--- config.mk ---
export PLATFORM = sky130hd
export DESIGN_NAME = circuit_evaluator
export DESIGN_NICKNAME = d
export VERILOG_FILES = /design/src/rtl/circuit_eval_pkg.sv /design/src/rtl/sync_2ff.sv /design/src/rtl/circuit_evaluator.sv
export SDC_FILE = /design/constraint.sdc
export NUM_CORES = 1
export LEC_CHECK = 0
export CAP_MARGIN = 20
export CORE_MARGIN = 2
export CORE_UTILIZATION = 55
export CTS_CLUSTER_SIZE = 40
export DETAILED_ROUTE_END_ITERATION = 6
export DONT_BUFFER_PORTS = 1
export MAX_ROUTING_LAYER = met4
export PLACE_DENSITY = 0.81
export SYNTH_ARGS = -nofsm -noshare
export SYNTH_HDL_FRONTEND = slang
export SYNTH_SLANG_ARGS = --single-unit
--- constraint.sdc ---
create_clock -name clk -period 2.5 [get_ports clk]
set_input_delay 0.25 -clock clk [delete_from_list [all_inputs] [get_ports clk]]
set_output_delay 0.25 -clock clk [all_outputs]
set_load 0.03 [all_outputs]
--- src/rtl/circuit_eval_pkg.sv ---
// ============================================================================
// Module  : circuit_eval_pkg
// Purpose : Shared types and sizing helpers for the evolved-circuit harness.
//           Holds the sweep state encoding and the width helpers that the
//           evaluator uses to size its vector and phase counters.
// Revision: 1.0 - initial release
// ============================================================================
`default_nettype none

package circuit_eval_pkg;

    // Sweep control states
    typedef enum logic [1:0] {
        IDLE   = 2'd0,
        SETTLE = 2'd1,
        SAMPLE = 2'd2,
        FINISH = 2'd3
    } state_t;

    // Number of input vectors a candidate of the given input width exposes
    function automatic int NUM_VECTORS(input int in_width);
        return 1 << in_width;
    endfunction

    // Width of a counter that runs 0..max(a,b)-1 (never narrower than 1 bit)
    function automatic int CNT_WIDTH(input int a, input int b);
        int m;
        m = (a > b) ? a : b;
        return (m < 2) ? 1 : $clog2(m);
    endfunction

endpackage : circuit_eval_pkg

`default_nettype wire

--- src/rtl/sync_2ff.sv ---
// ============================================================================
// Module  : sync_2ff
// Purpose : Single-bit two-flop synchronizer for an asynchronous input.
// Ports   : clk   - destination clock
//           rst_n - asynchronous active-low reset (flops clear to 0)
//           i_d   - asynchronous input bit
//           o_q   - synchronized output bit (2 clk latency)
// Revision: 1.0 - initial release
// ============================================================================
`default_nettype none

module sync_2ff (
    input  logic clk,
    input  logic rst_n,
    input  logic i_d,
    output logic o_q
);

    logic r_meta;
    logic r_sync;

    always_ff @(posedge clk or negedge rst_n) begin
        if (!rst_n) begin
            r_meta <= 1'b0;
            r_sync <= 1'b0;
        end else begin
            r_meta <= i_d;
            r_sync <= r_meta;
        end
    end

    assign o_q = r_sync;

endmodule : sync_2ff

`default_nettype wire

--- src/rtl/circuit_evaluator.sv ---
// ============================================================================
// Module  : circuit_evaluator
// Purpose : Drives every input vector into an evolved combinational candidate,
//           waits for it to settle, samples its output several times to catch
//           oscillation (combinational loops), records the measured truth
//           table and scores it against an expected table.
// Ports   : clk            - clock
//           rst_n          - asynchronous active-low reset
//           start          - run request, honoured only when idle
//           abort          - cancel a run in progress (wins over start)
//           expected       - target truth table, latched on start
//           dut_in         - registered vector driven to the candidate
//           dut_out        - candidate output (asynchronous)
//           busy           - run in progress
//           done           - one-cycle pulse, results valid
//           truth_table    - measured table (first sample per vector)
//           unstable_mask  - vectors whose samples disagreed
//           score          - stable vectors matching expected
//           unstable_count - number of unstable vectors
// Revision: 1.0 - initial release
// ============================================================================
`default_nettype none

module circuit_evaluator
    import circuit_eval_pkg::*;
#(
    parameter int IN_WIDTH       = 5,
    parameter int SETTLE_CYCLES  = 4,
    parameter int STABLE_SAMPLES = 2
) (
    input  logic                         clk,
    input  logic                         rst_n,
    input  logic                         start,
    input  logic                         abort,
    input  logic [(1 << IN_WIDTH)-1:0]   expected,
    output logic [IN_WIDTH-1:0]          dut_in,
    input  logic                         dut_out,
    output logic                         busy,
    output logic                         done,
    output logic [(1 << IN_WIDTH)-1:0]   truth_table,
    output logic [(1 << IN_WIDTH)-1:0]   unstable_mask,
    output logic [IN_WIDTH:0]            score,
    output logic [IN_WIDTH:0]            unstable_count
);

    localparam int NV = NUM_VECTORS(IN_WIDTH);
    localparam int CW = CNT_WIDTH(SETTLE_CYCLES, STABLE_SAMPLES);

    localparam logic [CW-1:0]       SETTLE_LAST = CW'(SETTLE_CYCLES - 1);
    localparam logic [CW-1:0]       SAMPLE_LAST = CW'(STABLE_SAMPLES - 1);
    localparam logic [CW-1:0]       CNT_ONE     = CW'(1);
    localparam logic [IN_WIDTH-1:0] VEC_LAST    = '1;
    localparam logic [IN_WIDTH-1:0] VEC_ONE     = IN_WIDTH'(1);
    localparam logic [IN_WIDTH:0]   RES_ONE     = (IN_WIDTH + 1)'(1);

    state_t              r_state;
    logic [IN_WIDTH-1:0] r_vec;        // current vector; also drives dut_in
    logic [CW-1:0]       r_cnt;        // phase counter within SETTLE / SAMPLE
    logic [NV-1:0]       r_expected;
    logic [NV-1:0]       r_truth;
    logic [NV-1:0]       r_unmask;
    logic [IN_WIDTH:0]   r_score;
    logic [IN_WIDTH:0]   r_uncount;
    logic                r_busy;
    logic                r_done;

    logic w_sync;
    logic w_first;
    logic w_mis;
    logic w_unst;

    sync_2ff u_sync (
        .clk   (clk),
        .rst_n (rst_n),
        .i_d   (dut_out),
        .o_q   (w_sync)
    );

    // On the first sample cycle the reference value is the live sample itself
    // (it is only being written into the table on this edge), so a single
    // sample per vector still yields a correct verdict.
    assign w_first = (r_cnt == '0) ? w_sync : r_truth[r_vec];
    assign w_mis   = (r_cnt != '0) && (w_sync != r_truth[r_vec]);
    assign w_unst  = r_unmask[r_vec] | w_mis;

    always_ff @(posedge clk or negedge rst_n) begin
        if (!rst_n) begin
            r_state    <= IDLE;
            r_vec      <= '0;
            r_cnt      <= '0;
            r_expected <= '0;
            r_truth    <= '0;
            r_unmask   <= '0;
            r_score    <= '0;
            r_uncount  <= '0;
            r_busy     <= 1'b0;
            r_done     <= 1'b0;
        end else begin
            r_done <= 1'b0;
            if (r_state == IDLE) begin
                if (start && !abort) begin
                    r_expected <= expected;
                    r_truth    <= '0;
                    r_unmask   <= '0;
                    r_score    <= '0;
                    r_uncount  <= '0;
                    r_vec      <= '0;
                    r_cnt      <= '0;
                    r_busy     <= 1'b1;
                    r_state    <= SETTLE;
                end
            end else if (abort) begin
                // Partial results are left in place but never flagged valid
                r_state <= IDLE;
                r_vec   <= '0;
                r_cnt   <= '0;
                r_busy  <= 1'b0;
            end else begin
                case (r_state)
                    SETTLE: begin
                        if (r_cnt == SETTLE_LAST) begin
                            r_cnt   <= '0;
                            r_state <= SAMPLE;
                        end else begin
                            r_cnt <= r_cnt + CNT_ONE;
                        end
                    end
                    SAMPLE: begin
                        if (r_cnt == '0) begin
                            r_truth[r_vec] <= w_sync;
                        end
                        if (w_mis) begin
                            r_unmask[r_vec] <= 1'b1;
                        end
                        if (r_cnt == SAMPLE_LAST) begin
                            if (w_unst) begin
                                r_uncount <= r_uncount + RES_ONE;
                            end else if (w_first == r_expected[r_vec]) begin
                                r_score <= r_score + RES_ONE;
                            end
                            r_cnt <= '0;
                            // Terminal check precedes the increment, so the
                            // vector counter never wraps.
                            if (r_vec == VEC_LAST) begin
                                r_state <= FINISH;
                            end else begin
                                r_vec   <= r_vec + VEC_ONE;
                                r_state <= SETTLE;
                            end
                        end else begin
                            r_cnt <= r_cnt + CNT_ONE;
                        end
                    end
                    FINISH: begin
                        r_done  <= 1'b1;
                        r_busy  <= 1'b0;
                        r_state <= IDLE;
                    end
                    default: begin
                        r_state <= IDLE;
                    end
                endcase
            end
        end
    end

    assign dut_in         = r_vec;
    assign busy           = r_busy;
    assign done           = r_done;
    assign truth_table    = r_truth;
    assign unstable_mask  = r_unmask;
    assign score          = r_score;
    assign unstable_count = r_uncount;

endmodule : circuit_evaluator

`default_nettype wire

After elaboration in Yosys (flattened, before gate mapping). Cells that the tools add are included.

Input bits: 37. Register bits after elaboration: 121. Output and inout bits: 83.

Reduce and logical (&&, ||, !) cells: 26. Bitwise operators: 2. Equality and inequality tests: 14. Add/sub/neg operators: 4. Muxes and demuxes: 57. Magnitude comparators: 2.

Operators with widths (number): $mux 32 (9); $mux 6 (12); $bwmux 32 (1); $or 32x32->32 (1); $mux 5 (6); $mux 2 (11); $bmux 1 s5 (3); $reduce_bool 2->1 (7); $add 6x1->6 const B (2); $mux 1 (12); $reduce_and 4->1 (3); $reduce_bool 3->1 (3); $ne 4x4->1 const B (2); $pmux 2 s2 (2); $eq 2x2->1 const B (3); $lt 5x6->1 const B (1); $ne 2x1->1 const B (3); $reduce_and 2->1 (3); $reduce_and 6->1 (1); $add 5x1->5 const B (1); $demux 1 s5 (1); $eq 5x5->1 const B (1); $ge 5x1->1 const B (1); $reduce_and 5->1 (1); 11 further kinds (15).

Depth between registers and ports, before layout. Gate-level depths: netlist of run 1.

Depth after elaboration: 10. Mapped depth: 12. Gate-level depth less buffers: 10.

Modules after synthesis. Synthesis of run 1 repeated with hierarchy kept, for this count alone.

Cell total of the unflattened synthesis: 698. Area, all modules: 6527.5 um^2.

Modules (own cells, without submodules): circuit_evaluator (cells each 696, seq. area each 2977.9 um^2, instances 1, area each 6477.5 um^2); sync_2ff (cells each 2, seq. area each 50.0 um^2, instances 1, area each 50.0 um^2).

Least setup slack after synthesis of run 1. No wires, ideal clock.

Kind: register to register. From: reg r_vec[1] (netlist: dut_in[1]). To: reg r_score[4] (netlist: score[4]). Setup time: 0.069 ns. Clock period less this slack: 2.960 ns. Cell stages (with the launch flop): 12. Slack: -0.460 ns. Arrival: 2.891 ns. Cells stage by stage: dfrtp_1 -> clkbuf_8 -> buf_4 -> buf_2 -> mux2i_1 -> o22ai_1 -> a211oi_1 -> nand3_1 -> a311oi_4 -> nand3_4 -> or4_1 -> nand3_1.

Cells in the longest elaborated chain, start to end: 7.

Ends and longest elaborated chain: start, declared (RTL line circuit_evaluator.sv:57) `logic [IN_WIDTH-1:0] r_vec;`; start signal, assigned (RTL line circuit_evaluator.sv:147) `r_vec <= r_vec + VEC_ONE;`; $bmux 1 s5 (RTL line circuit_evaluator.sv:82, circuit_evaluator.sv:83); $mux 1 (implied by the code) (RTL line circuit_evaluator.sv:82, circuit_evaluator.sv:83); $ne 1x1->1 (RTL line circuit_evaluator.sv:83) `assign w_mis = (r_cnt != '0) && (w_sync != r_truth[r_vec]);`; $logic_and 1x1->1 (RTL line circuit_evaluator.sv:83); $or 1x1->1 (RTL line circuit_evaluator.sv:84) `assign w_unst = r_unmask[r_vec] | w_mis;`; $ne 2x1->1 (no source line); $reduce_and 6->1 (no source line) *; end signal, assigned (RTL line circuit_evaluator.sv:139) `r_score <= r_score + RES_ONE;`; end, declared (RTL line circuit_evaluator.sv:62) `logic [IN_WIDTH:0] r_score;`.

Mark *: on every way between the ends. The rest lies on a longest branch, timed or not. The select of a mux whose other input is x is not followed. A chain may end at the register's enable or synchronous reset.

Final worst setup path of run 1.
From: reg r_vec[0] (netlist: dut_in[0]). To: reg r_score[5] (netlist: score[5]).

Same word-level chain as after synthesis.

==> results.md, run 1 <==
- Pre-Repair DR Iteration Count: 7
- Status: finished, violations left
- Synthesis-to-finish area growth: 31.48%
- Routability cong.: ~0.96
- Area leader, netlist: dfrtp_1
- Clock H-tree levels: 4
- Fmax: 367.5 MHz
- Setup TNS: -3.648 ns
- Required @ worst endpoint: 2.83 ns
- Asr flop ratio synth: 1.000
- Max-Cap Viols: 0
- CP max stage cell: mux4_2
- Clk_lat worst skew: between 0.4 and 0.5 ns
- Worst path bufs/invs: 0
- Min-Delay Path Class: in2async
- Post-synthesis sequential area ratio: 0.4674
- Syn Nets: roughly 760
- Unrepaired setup endpoints after global routing: yes
- DRC viols: 1
- Tcrit/Tclk final: 1.088
- Clock root cell: clkbuf_16
- Clock Sinks: roughly 120
- Routed wire length per instance: 19.53 µm
- Die width: roughly 110 µm
- Number of antenna violations at the first check in global routing: 0
- Post-Place Setup Slack: -0.2945 ns
- CP Class: reg2reg
- Commonest cells post-synth: nand2_1, dfrtp_1, o21ai_0
- CTS tree: done
- Core Area: about 11000 µm²
- Share of post-route cells with drive strength above 1: 0.2645
- CTS clock-pin slew for the worst setup and hold paths: ~0.060 ns
- Starting density of the core: 0.5650
- Number of flops mapped to enable cells by yosys: 0
- Max VDD drop: slightly above 500 µV
- Vias: 6139
- Critical path, cell by cell: mux4_2 > and2b_1 > a211oi_4 > nor3_2 > a311oi_4 > nand3_4 > or3_1 > o211ai_1
- Num ports: 120
- WP data arrival: around 3.1 ns
- Mapped Area: around 6500 µm²
- Setup ws final: -0.2209 ns
- Leakage power: 3.833 nW
- Delay of the slowest critical-path stage: approximately 0.56 ns
- Nets: around 900
- Num CTS Buffers: 17
- Max-slew violations: 0
- PortBufs: 0
- Worst setup path startpoint: dut_in[0]$_DFFE_PN0P_
- Total global-route track usage: 0.3243
- Critical path's top delay family: compound AO/OA/AOI/OAI gates
- Clock skew: approximately 0.010 ns
- Post-synth top area share: 0.4674
- Hold-fix buffers at CTS: 34
- First-pass GRT wire length: around 32000 µm
- Final setup vio count: 41
- Final Hold Violating Endpoints: around 120
- Top routing layer in use: met4
- Std cell rows: 39
- Post-synth top flop: dfrtp_1
- # diodes: 0
- Post-DP HPWL: 13050 µm
- Worst reg2reg startpoint: dut_in[0]$_DFFE_PN0P_
- Critical Path Start Type: flip-flop
- Setup crit end kind: flip-flop
- Yosys warns: 0
- Die ar.: 12660 µm²
- Top-count cell post-synth: nand2_1
- CP max FO: 7
- Avg Synthesized Cell Area: about 9 µm²
- WL final: 19620 µm
- Slew Limit Headroom: 0.6116
- Clk buf depth: 2
- Avg Vias per Cell: about 6
- Die H: around 110 µm
- Top cells by area, synth: dfrtp_1, nand2_1, o21ai_0, mux2i_1, a21oi_1
- Remaining global-route overflow: 0
- Slew of the pin with the lowest slew margin: about 0.57 ns
- Total power: ~7.6 mW
- Met2 Wirelength: between 9000 and 10000 µm
- Vias in the first global route: around 6200
- Initial drt markers: around 500
- Routed wl met3: 1779 µm
- Post-route ant nets: 0
- WHS: -0.4692 ns
- Met1 Routed Length: 7586 µm
- Post-synthesis cell type count: just over 60
- Post-synthesis register bit count: between 100 and 150
- Failing checks: design-rule violations, negative hold slack, negative setup slack
- Fin crit period: ~2.7 ns
- Pwr per Cell Area: 892.4 nW/µm²
- Cells after synthesis: 705
- Largest net degree at the start of global routing: 122
-- flip-flops by register name, indices dropped and copies added, names as in the netlist --
register        cells
busy                1
done                1
dut_in              5
r_cnt               2
r_expected         32
r_state             2
score               6
truth_table        32
u_sync.o_q          1
u_sync.r_meta       1
unstable_count      6
unstable_mask      32
-- final timing paths --
check | depth (start not counted) | endpoint | slack (ns)
setup / recovery | 8 | score[5]$_DFFE_PN0P_ | -0.22
min in group clk | 2 | r_state[0]$_DFFE_PN0P_ | 0.05
max in group asynchronous | 0 | dut_in[2]$_DFFE_PN0P_ | 2.73
hold / removal | 0 | unstable_mask[0]$_DFFE_PN0P_ | -0.47
hold reg to reg | 0 | u_sync.o_q$_DFF_PN0_ | 0.36
setup reg to reg | 8 | score[5]$_DFFE_PN0P_ | -0.22
-- area by class of cell --
cell class	instances	area, µm²
fillers	790	2949
clock inverters	8	70.07
well taps	143	178.9
multi-input cells	524	3271
flip-flops and latches	121	3033
repair buffers	171	1418
inverters	15	60.06
clock buffers	23	488.0
-- metal layers --
metal	up-vias	GRT usage
met4	0	0.09187
met3	52	0.08639
met1	2991	0.4029
met5	-	-
li1	2769	-
met2	327	0.5281
-- cells in the final DEF (no fill, tap or decap), drive strengths merged, types with 9 or more instances in the layout --
cell,count
a21oi,39
buf,137
clkbuf,23
dfrtp,121
dlygate4sd3,34
ha,15
inv,14
mux2,9
mux2i,33
nand2,179
nand3,13
nand4,14
nor2,39
o21ai,70
o22ai,12
-- metrics by stage --
step | util | instances | cell area (µm²)
global placement | 0.6493 | 935 | 7446
CTS | 0.7372 | 1004 | 8453
floorplan | - | 705 | 6509
detailed placement | 0.6493 | 935 | 7446
global route | 0.7428 | 1005 | 8518
finish | 0.7428 | 1005 | 8518
-- kinds of logic (layout without fill, tap and decap cells) --
family	after synthesis	in the layout	synth area share
simple gates	298	298	0.2086
buf+inv	60	217	0.04944
mux	50	50	0.09560
compound gates	157	157	0.1447
fa+ha+maj	15	15	0.02897
xor+xnor	4	4	0.005408
flops	121	121	0.4674
-- power by group --
| group | leakage [nW] | switching [mW] | internal [mW] |
|---|---|---|---|
| combinational | 1.94 | 1.47 | 1.09 |
| sequential | 1.62 | 0.417 | 2.29 |
| clock | 0.275 | 0.880 | 1.46 |
-- timing repair --
item                                   in CTS  in global routing
resized for setup                          26                 20
endpoints found under the hold margin     155                121
setup buffers                               4                  1
pin swaps                                   4                  7
setup endpoints to repair                  43                 62
No activity file was read; power rests on OpenSTA's default activity.
==> run 2, diff against run 1 <==
--- a/config.mk
+++ b/config.mk
@@ -12,7 +12,8 @@
 export DETAILED_ROUTE_END_ITERATION = 6
 export DONT_BUFFER_PORTS = 1
 export MAX_ROUTING_LAYER = met4
-export PLACE_DENSITY = 0.81
+export PLACE_DENSITY = 0.83
+export SETUP_SLACK_MARGIN = 0.4
 export SYNTH_ARGS = -nofsm -noshare
 export SYNTH_HDL_FRONTEND = slang
 export SYNTH_SLANG_ARGS = --single-unit
==> results.md, run 2 (synthesis gave the netlist of run 1 again) <==
- PortBufs: 0 (unchanged)
- Total global-route track usage: 0.3502 (was 0.3243)
- Std cell rows: 39 (unchanged)
- Pre-Repair DR Iteration Count: 7 (unchanged)
- Number of fill cells: 633 (was 790)
- Crit path capture: score[4]$_DFFE_PN0P_ (was score[5]$_DFFE_PN0P_)
- CTS clock-pin slew for the worst setup and hold paths: 0.06 ns (about the same)
- Max-Cap Viols: 0 (unchanged)
- Initial drt markers: 756 (was 502)
- Slew of the pin with the lowest slew margin: 0.6098 ns (was 0.5736 ns)
- Core Area: 11470 µm² (unchanged)
- Setup crit end kind: flip-flop (unchanged)
- WP data arrival: 3.19 ns (was 3.06 ns)
- CP Class: reg2reg (unchanged)
- Clock H-tree levels: 4 (unchanged)
- Largest net degree at the start of global routing: 122 (unchanged)
- Leading cell types in the layout, fill and taps excluded: nand2_1, buf_4, dfrtp_1 (unchanged)
- Reg2reg setup slack: -0.33 ns (was -0.22 ns)
- Synthesis-to-finish area growth: 44.61% (was 31.48%)
- Fin crit period: 2.829 ns (was 2.721 ns)
- Tcrit/Tclk final: 1.131 (was 1.088)
- Clock skew: 0.01002 ns (was 0.01049 ns)
- Clock Sinks: 121 (unchanged)
- Fmax: 353.5 MHz (was 367.5 MHz)
- Min-Delay Path Class: in2async (unchanged)
- Final Hold Violating Endpoints: 121 (unchanged)
- Area of the multi-input gates: 3676 µm² (was 3271 µm²)
- Placed Cells: 935 (unchanged)
- Die H: 112.5 µm (unchanged)
- Vias: 6636 (was 6139)
- DP Area: 7472 µm² (was 7446 µm²)
- Starting density of the core: 0.5650 (unchanged)
- Vias in the first global route: 6372 (was 6169)
- Max-slew violations: 0 (unchanged)
- R2R depth: 10 (was 8)
- Routed wire length per instance: 22.42 µm (was 19.53 µm)
- Clk buf depth: 2 (unchanged)
- CTS tree: done (unchanged)
- Most used cell, CP: buf_4
- Leakage power: 4.141 nW (was 3.833 nW)
- Share of post-route cells with drive strength above 1: 0.3575 (was 0.2645)
- Unrepaired setup endpoints after global routing: yes (unchanged)
- Setup ws final: -0.3286 ns (was -0.2209 ns)
- Max VDD drop: 712.9 µV (was 518.3 µV)
- Post-DP HPWL: 13610 µm (was 13050 µm)
- Required @ worst endpoint: 2.86 ns (was 2.83 ns)
- Slew Limit Headroom: 0.5871 (was 0.6116)
- Worst reg2reg startpoint: dut_in[2]$_DFFE_PN0P_ (was dut_in[0]$_DFFE_PN0P_)
- WHS: -0.4801 ns (was -0.4692 ns)
- Routability cong.: 0.9573 (was 0.9620)
- Remaining global-route overflow: 0 (unchanged)
- WL final: 23270 µm (was 19620 µm)
- Clock root cell: clkbuf_16 (unchanged)
- Post-route ant nets: 0 (unchanged)
- Critical Path Start Type: flip-flop (unchanged)
- Clk_lat worst skew: 0.43 ns (was 0.42 ns)
- Pwr per Cell Area: 888.8 nW/µm² (was 892.4 nW/µm²)
- Reg2reg end: score[4]$_DFFE_PN0P_ (was score[5]$_DFFE_PN0P_)
- Fin util: 0.8170 (was 0.7428)
- Number of antenna violations at the first check in global routing: 0 (unchanged)
- Status: finished, violations left (unchanged)
- Critical path, cell by cell: buf_4 > buf_4 > nor3b_1 > a22oi_1 > o211ai_1 > a211oi_4 > xnor2_2 > nand3_4 > or4_1 > nand3_1 (was mux4_2 > and2b_1 > a211oi_4 > nor3_2 > a311oi_4 > nand3_4 > or3_1 > o211ai_1)
- Worst setup path startpoint: dut_in[2]$_DFFE_PN0P_ (was dut_in[0]$_DFFE_PN0P_)
- Final setup vio count: 36 (was 41)
- Register area: 3035 µm² (was 3033 µm²)
- Failing checks: design-rule violations, negative hold slack, negative setup slack (unchanged)
- Total power: 8.327 mW (was 7.602 mW)
- Delay of the slowest critical-path stage: 0.51 ns (was 0.56 ns)
- Setup TNS: -3.910 ns (was -3.648 ns)
- Nets: 935 (was 902)
- Num ports: 120 (unchanged)
- Num CTS Buffers: 17 (unchanged)
- DRC viols: 1 (unchanged)
- Die width: 112.5 µm (unchanged)
- Leading cell type in the layout, fill and taps excluded: nand2_1 (unchanged)
- Die ar.: 12660 µm² (unchanged)
- CP max FO: 8 (was 7)
- First-pass GRT wire length: 33240 µm (was 31630 µm)
- Hold-fix buffers at CTS: 34 (unchanged)
- Avg Vias per Cell: 6.393 (was 6.108)
- CP max stage cell: nor3b_1 (was mux4_2)
- # diodes: 0 (unchanged)
- Final instance area: 9369 µm² (was 8518 µm²)
- Layout Cells excl Fill: 1038 (was 1005)
## run 2: worst min path at each step
stage                     slack (ns)                         end  depth (start not counted)
after global placement         -0.04   r_expected[8]$_DFFE_PN0P_                          0
after global routing           -0.49  r_expected[28]$_DFFE_PN0P_                          0
after detailed placement       -0.04   r_expected[7]$_DFFE_PN0P_                          0
after floorplan                -0.05            busy$_DFFE_PN0P_                          0
final                          -0.48  r_expected[28]$_DFFE_PN0P_                          0
after CTS                      -0.49            busy$_DFFE_PN0P_                          0
## run 2: critical path, delay by kind of cell, from the launching register on
family                 cells  cell delay, ns
AO/OA/AOI/OAI              3            0.57
flip-flops                 1            0.45
buffers and inverters      2            0.31
XOR/XNOR                   1            0.25
AND/OR/NAND/NOR            4            1.17
## run 2: report_power, final
| part | total [mW] | internal, mW | switching (mW) |
|---|---|---|---|
| clock | 2.42 | 1.53 | 0.887 |
| combinational | 3.19 | 1.40 | 1.79 |
| sequential | 2.72 | 2.29 | 0.432 |
| total | 8.33 | 5.22 | 3.11 |
## run 2: area by class of cell
class | count | share of cell area
inverters | 15 | 0.006677
multi-input cells | 524 | 0.3924
flip-flops and latches | 121 | 0.3240
clock inverters | 8 | 0.01015
repair buffers | 204 | 0.1967
well taps | 143 | 0.01910
clock buffers | 23 | 0.05101
## run 2: layer usage
layer,wire length [µm],track usage,up-vias
met1,8410,0.4179,3255
met5,0,-,-
li1,-,-,2824
met2,11590,0.5610,438
met3,2096,0.09071,119
met4,1177,0.1610,0
## run 2: timing repair
| item | 4_1_cts | 5_1_grt |
|---|---|---|
| setup endpoints to repair | 115 | 84 |
| pin swaps | 12 | 53 |
| setup buffers | 19 | 16 |
| cloned | 1 | 2 |
| hold endpoints to repair | 155 | 121 |
| gates resized for setup | 63 | 112 |
## run 2: metrics by stage
stage	hold slack, ns	worst slack [ns]
2_1_floorplan	-0.04559	-0.2240
3_3_place_gp	-0.04139	-0.1551
3_5_place_dp	-0.04079	-0.2264
4_1_cts	-0.4882	-0.1321
5_1_grt	-0.4940	-0.4283
6_report	-0.4801	-0.3286
==> run 3, diff against run 2 <==
--- a/config.mk
+++ b/config.mk
@@ -12,7 +12,7 @@
 export DETAILED_ROUTE_END_ITERATION = 6
 export DONT_BUFFER_PORTS = 1
 export MAX_ROUTING_LAYER = met4
-export PLACE_DENSITY = 0.83
+export PLACE_DENSITY = 0.71
 export SETUP_SLACK_MARGIN = 0.4
 export SYNTH_ARGS = -nofsm -noshare
 export SYNTH_HDL_FRONTEND = slang
==> results.md, run 3 (synthesis gave the netlist of run 1 again) <==
- Status: finished, violations left (unchanged)
- Failing checks: negative hold slack, negative setup slack (was design-rule violations, negative hold slack, negative setup slack)
- Synthesis-to-finish area growth: 38.97% (was 44.61%)
- Leakage power: 4.005 nW (was 4.141 nW)
- Num ports: 120 (unchanged)
- Clock root cell: clkbuf_16 (unchanged)
- Die width: 112.5 µm (unchanged)
- Pwr per Cell Area: 909.4 nW/µm² (was 888.8 nW/µm²)
- Std cell rows: 39 (unchanged)
- Share of post-route cells with drive strength above 1: 0.3158 (was 0.3575)
- Remaining global-route overflow: 0 (unchanged)
- Routability cong.: 0.9300 (was 0.9573)
- Largest net degree at the start of global routing: 122 (unchanged)
- DRC viols: 0 (was 1)
- PortBufs: 0 (unchanged)
- Avg Vias per Cell: 6.002 (was 6.393)
- WL final: 20070 µm (was 23270 µm)
- Clock share of power: 0.326 (was 0.290)
- Die H: 112.5 µm (unchanged)
- Required @ worst endpoint: 2.81 ns (was 2.86 ns)
- Routed wire length per instance: 19.68 µm (was 22.42 µm)
- Routed wl met3: 1401 µm (was 2096 µm)
- Slew Limit Headroom: 0.5708 (was 0.5871)
- Clk_lat worst skew: 0.43 ns (about the same)
- CP max FO: 14 (was 8)
- # diodes: 0 (unchanged)
- Tcrit/Tclk final: 1.145 (was 1.131)
- First-pass GRT wire length: 31330 µm (was 33240 µm)
- Setup crit end kind: flip-flop (unchanged)
- Unrepaired setup endpoints after global routing: yes (unchanged)
- DP Area: 7522 µm² (was 7472 µm²)
- Die ar.: 12660 µm² (unchanged)
- Max-slew violations: 0 (unchanged)
- Total power: 8.187 mW (was 8.327 mW)
- CTS clock-pin slew for the worst setup and hold paths: 0.06 ns (about the same)
- Critical Path Start Type: flip-flop (unchanged)
- Post-route ant nets: 0 (unchanged)
- WHS: -0.4838 ns (was -0.4801 ns)
- Setup ws final: -0.3624 ns (was -0.3286 ns)
- Clk buf depth: 2 (unchanged)
- Pre-Repair DR Iteration Count: 5 (was 7)
- Total global-route track usage: 0.3276 (was 0.3502)
- Top routing layer in use: met4 (unchanged)
- Max-Cap Viols: 0 (unchanged)
- Vias in the first global route: 6070 (was 6372)
- Leading cell types in the layout, fill and taps excluded: nand2_1, buf_4, dfrtp_1 (unchanged)
- Net Sw Power: 2.852 mW (was 3.112 mW)
- Core Area: 11470 µm² (unchanged)
- CTS tree: done (unchanged)
- Gate power share: 0.342 (was 0.383)
- Worst path bufs/invs: 1 (was 2)
- Clock H-tree levels: 4 (unchanged)
- Max VDD drop: 968.3 µV (was 712.9 µV)
- Slew of the pin with the lowest slew margin: 0.6338 ns (was 0.6098 ns)
- Clock Sinks: 121 (unchanged)
- Leading cell type in the layout, fill and taps excluded: nand2_1 (unchanged)
- CP Class: reg2reg (unchanged)
- Num CTS Buffers: 17 (unchanged)
- Final instance area: 9004 µm² (was 9369 µm²)
- Hold-fix buffers at CTS: 34 (unchanged)
- Met2 Wirelength: 10120 µm (was 11590 µm)
- Delay of the slowest critical-path stage: 0.47 ns (was 0.51 ns)
- Fin crit period: 2.862 ns (was 2.829 ns)
- Starting density of the core: 0.5650 (unchanged)
- Number of antenna violations at the first check in global routing: 0 (unchanged)
- Final setup vio count: 44 (was 36)
- Seq pwr share: 0.333 (was 0.327)
- Critical path's top delay family: compound AO/OA/AOI/OAI gates (was simple AND/OR/NAND/NOR gates)
- Switching part of the total: 0.3483 (was 0.3737)
- Internal power: 5.336 mW (was 5.215 mW)
- Nets: 917 (was 935)
- Vias: 6122 (was 6636)
- CP max stage cell: nor3_1 (was nor3b_1)
- Clock skew: 0.009404 ns (was 0.01002 ns)
- Fmax: 349.4 MHz (was 353.5 MHz)
- Post-Place Setup Slack: -0.2138 ns (was -0.2264 ns)
- Min-Delay Path Class: in2async (unchanged)
- Met1 Routed Length: 7861 µm (was 8410 µm)
- Final Hold Violating Endpoints: 121 (unchanged)
- Initial drt markers: 506 (was 756)
- Critical path, cell by cell: buf_12 > mux2i_1 > o22ai_1 > nor3_1 > o211ai_1 > a21o_1 > a311oi_4 > a21oi_1 > a31o_2 (was buf_4 > buf_4 > nor3b_1 > a22oi_1 > o211ai_1 > a211oi_4 > xnor2_2 > nand3_4 > or4_1 > nand3_1)
- WP data arrival: 3.18 ns (was 3.19 ns)
- Fin util: 0.7852 (was 0.8170)
- Post-DP HPWL: 13050 µm (was 13610 µm)
run 3: path summary, 6_finish.rpt:
path | endpoint | from | cells after the start | slack [ns]
max in group asynchronous | dut_in[1]$_DFFE_PN0P_ | rst_n | 0 | 2.82
max | unstable_count[3]$_DFFE_PN0P_ | dut_in[1]$_DFFE_PN0P_ | 9 | -0.36
min in group clk | dut_in[3]$_DFFE_PN0P_ | abort | 2 | 0.05
min | unstable_mask[2]$_DFFE_PN0P_ | rst_n | 0 | -0.48
min reg2reg | u_sync.o_q$_DFF_PN0_ | u_sync.r_meta$_DFF_PN0_ | 0 | 0.36
max reg2reg | unstable_count[3]$_DFFE_PN0P_ | dut_in[1]$_DFFE_PN0P_ | 9 | -0.36
run 3: metal layers:
metal	vias up	track usage
li1	2790	-
met1	2981	0.3926
met5	-	-
met3	68	0.09071
met4	0	0.1236
met2	283	0.5317
run 3: repair_timing:
action                                  CTS  global route
hold endpoints to repair                155           121
buffers inserted                          6             9
pin swaps                                 6            20
gates resized for setup                  42            80
endpoints found under the setup margin  116           102
cloned                                    0             0
run 3: final cells by class:
class	instances	area, µm²
multi-input cells	524	3492
clock inverters	7	137.6
flip-flops and latches	121	3035
fillers	712	2464
clock buffers	24	501.7
well taps	143	178.9
inverters	15	63.81
repair buffers	186	1594
run 3: power groups by stage:
| stage | Clock [mW] | Sequential [mW] | Combinational [mW] |
|---|---|---|---|
| final | 2.67 | 2.72 | 2.80 |
| after floorplan | 0 | 2.71 | 1.49 |
| after CTS | 2.67 | 2.71 | 2.56 |
| after global routing | 2.76 | 2.76 | 3.03 |
| after detailed placement | 0 | 2.74 | 2.28 |
| after global placement | 0 | 2.71 | 2.22 |
run 3: worst reg2reg max path, stage by stage, from the launching register on:
cell and delay [ns]:
dfrtp_2 0.44, buf_12 0.18, mux2i_1 0.32, o22ai_1 0.13
nor3_1 0.47, o211ai_1 0.20, a21o_1 0.30, a311oi_4 0.33
a21oi_1 0.14, a31o_2 0.23
run 3: through the flow:
stage,instances,TNS [ns]
3_3_place_gp,940,-2.434
3_5_place_dp,940,-5.325
2_1_floorplan,705,-2.650
5_1_grt,1020,-12.24
6_report,1020,-9.098
4_1_cts,1011,-4.950
==> RTL change (config.mk and constraints of run 3) <==
`SETTLE_CYCLES`: 4 -> 8.
--- a/src/rtl/circuit_evaluator.sv
+++ b/src/rtl/circuit_evaluator.sv
@@ -26,5 +26,5 @@
 #(
     parameter int IN_WIDTH       = 5,
-    parameter int SETTLE_CYCLES  = 4,
+    parameter int SETTLE_CYCLES  = 8,
     parameter int STABLE_SAMPLES = 2
 ) (
Behaviour: same outputs for any inputs over 4 cycles, from zero or initial values and one cycle with rst_n low; that may be too few to reach the edited logic, so the function may still have changed.
==> RTL change against run 3 <==
- the run ends with DRC, hold timing, setup timing left
- design area is 4.6% higher
- setup slack better by 150 ps
- utilization is 0.53 points higher
- combinational power is 41% higher
- sequential cell count is 1 higher
- clock power hardly changed
- maximum frequency is 5.7% higher
- count of clock-buffer cells in the layout is 3 lower
- wire length is 16% higher
- die area is 2.4% higher
- synthesized area is 2.5% higher
- power is 16% higher
==> RTL change: results (changes against run 3) <==
worstPathArrival_ps: 3020  # -160 ps
status: "complete, but fails checks"
wl_met2_mm: 11.7  # +16%
hold_ws_ps: -486  # -1.84 ps
gp_congestion: 0.919  # -1.2%
finalSetupTns_ps: -3480  # +5610 ps
synthXorXnorAreaFrac: 0.00264  # -0.00277
hold_violations: 122  # +0.83%
via_per_inst: 6.47  # +7.8%
cts.repair.resized: 85  # +100%
drtIter0Drc: 693  # +37%
drive_above_1_share: 0.335  # +0.0190
timing.rr.end: "score[1]"
firstDrtPassIters: 7  # +2
synthAdderAreaFrac: 0.0283  # -0.000699
grt_pass1_vias: 6474  # +6.7%
failed_checks: "DRC, hold timing, setup timing"
synth_common_cells: "nand2_1, dfrtp_1, o21ai_0, nor2_1, mux2i_1"
fin_skew_ps: 12.7  # +3.28 ps
synth_area_per_cell_um2: 9.11  # -0.90%
synthesis.nets: 781  # +3.2%
layout_setup_ws_ps: -209  # +154 ps
setup_viol: 44  # unchanged
final_net_count: 926  # +0.98%
grt_use_met3: 0.0940  # +0.00334
grt_max_degree: 123  # +0.82%
drc: 1  # +1
-- RTL change: worst reg2reg max path: cells and delay by family, from the launching register on --
kind / cells / cell delay, ps
mux: 1 / 340
compound gates: 5 / 1320
flops: 1 / 450
simple gates: 1 / 300
buf+inv: 1 / 170
-- RTL change: where the power goes --
| group | internal [W] | switching, W | leakage (nW) |
|---|---|---|---|
| logic | 0.00172 | 0.00224 | 2.28 |
| clock network | 0.00174 | 0.000931 | 0.309 |
| registers | 0.00234 | 0.000547 | 1.62 |
| total | 0.00580 | 0.00372 | 4.20 |
-- RTL change: layout make-up --
class,count,area [um^2]
inverter,13,63.8
clock buffer,21,470
timing repair buffer,173,1570
clock inverter,11,168
multi-input combinational,547,3890
sequential,122,3070
tap,147,184
fill,692,2500
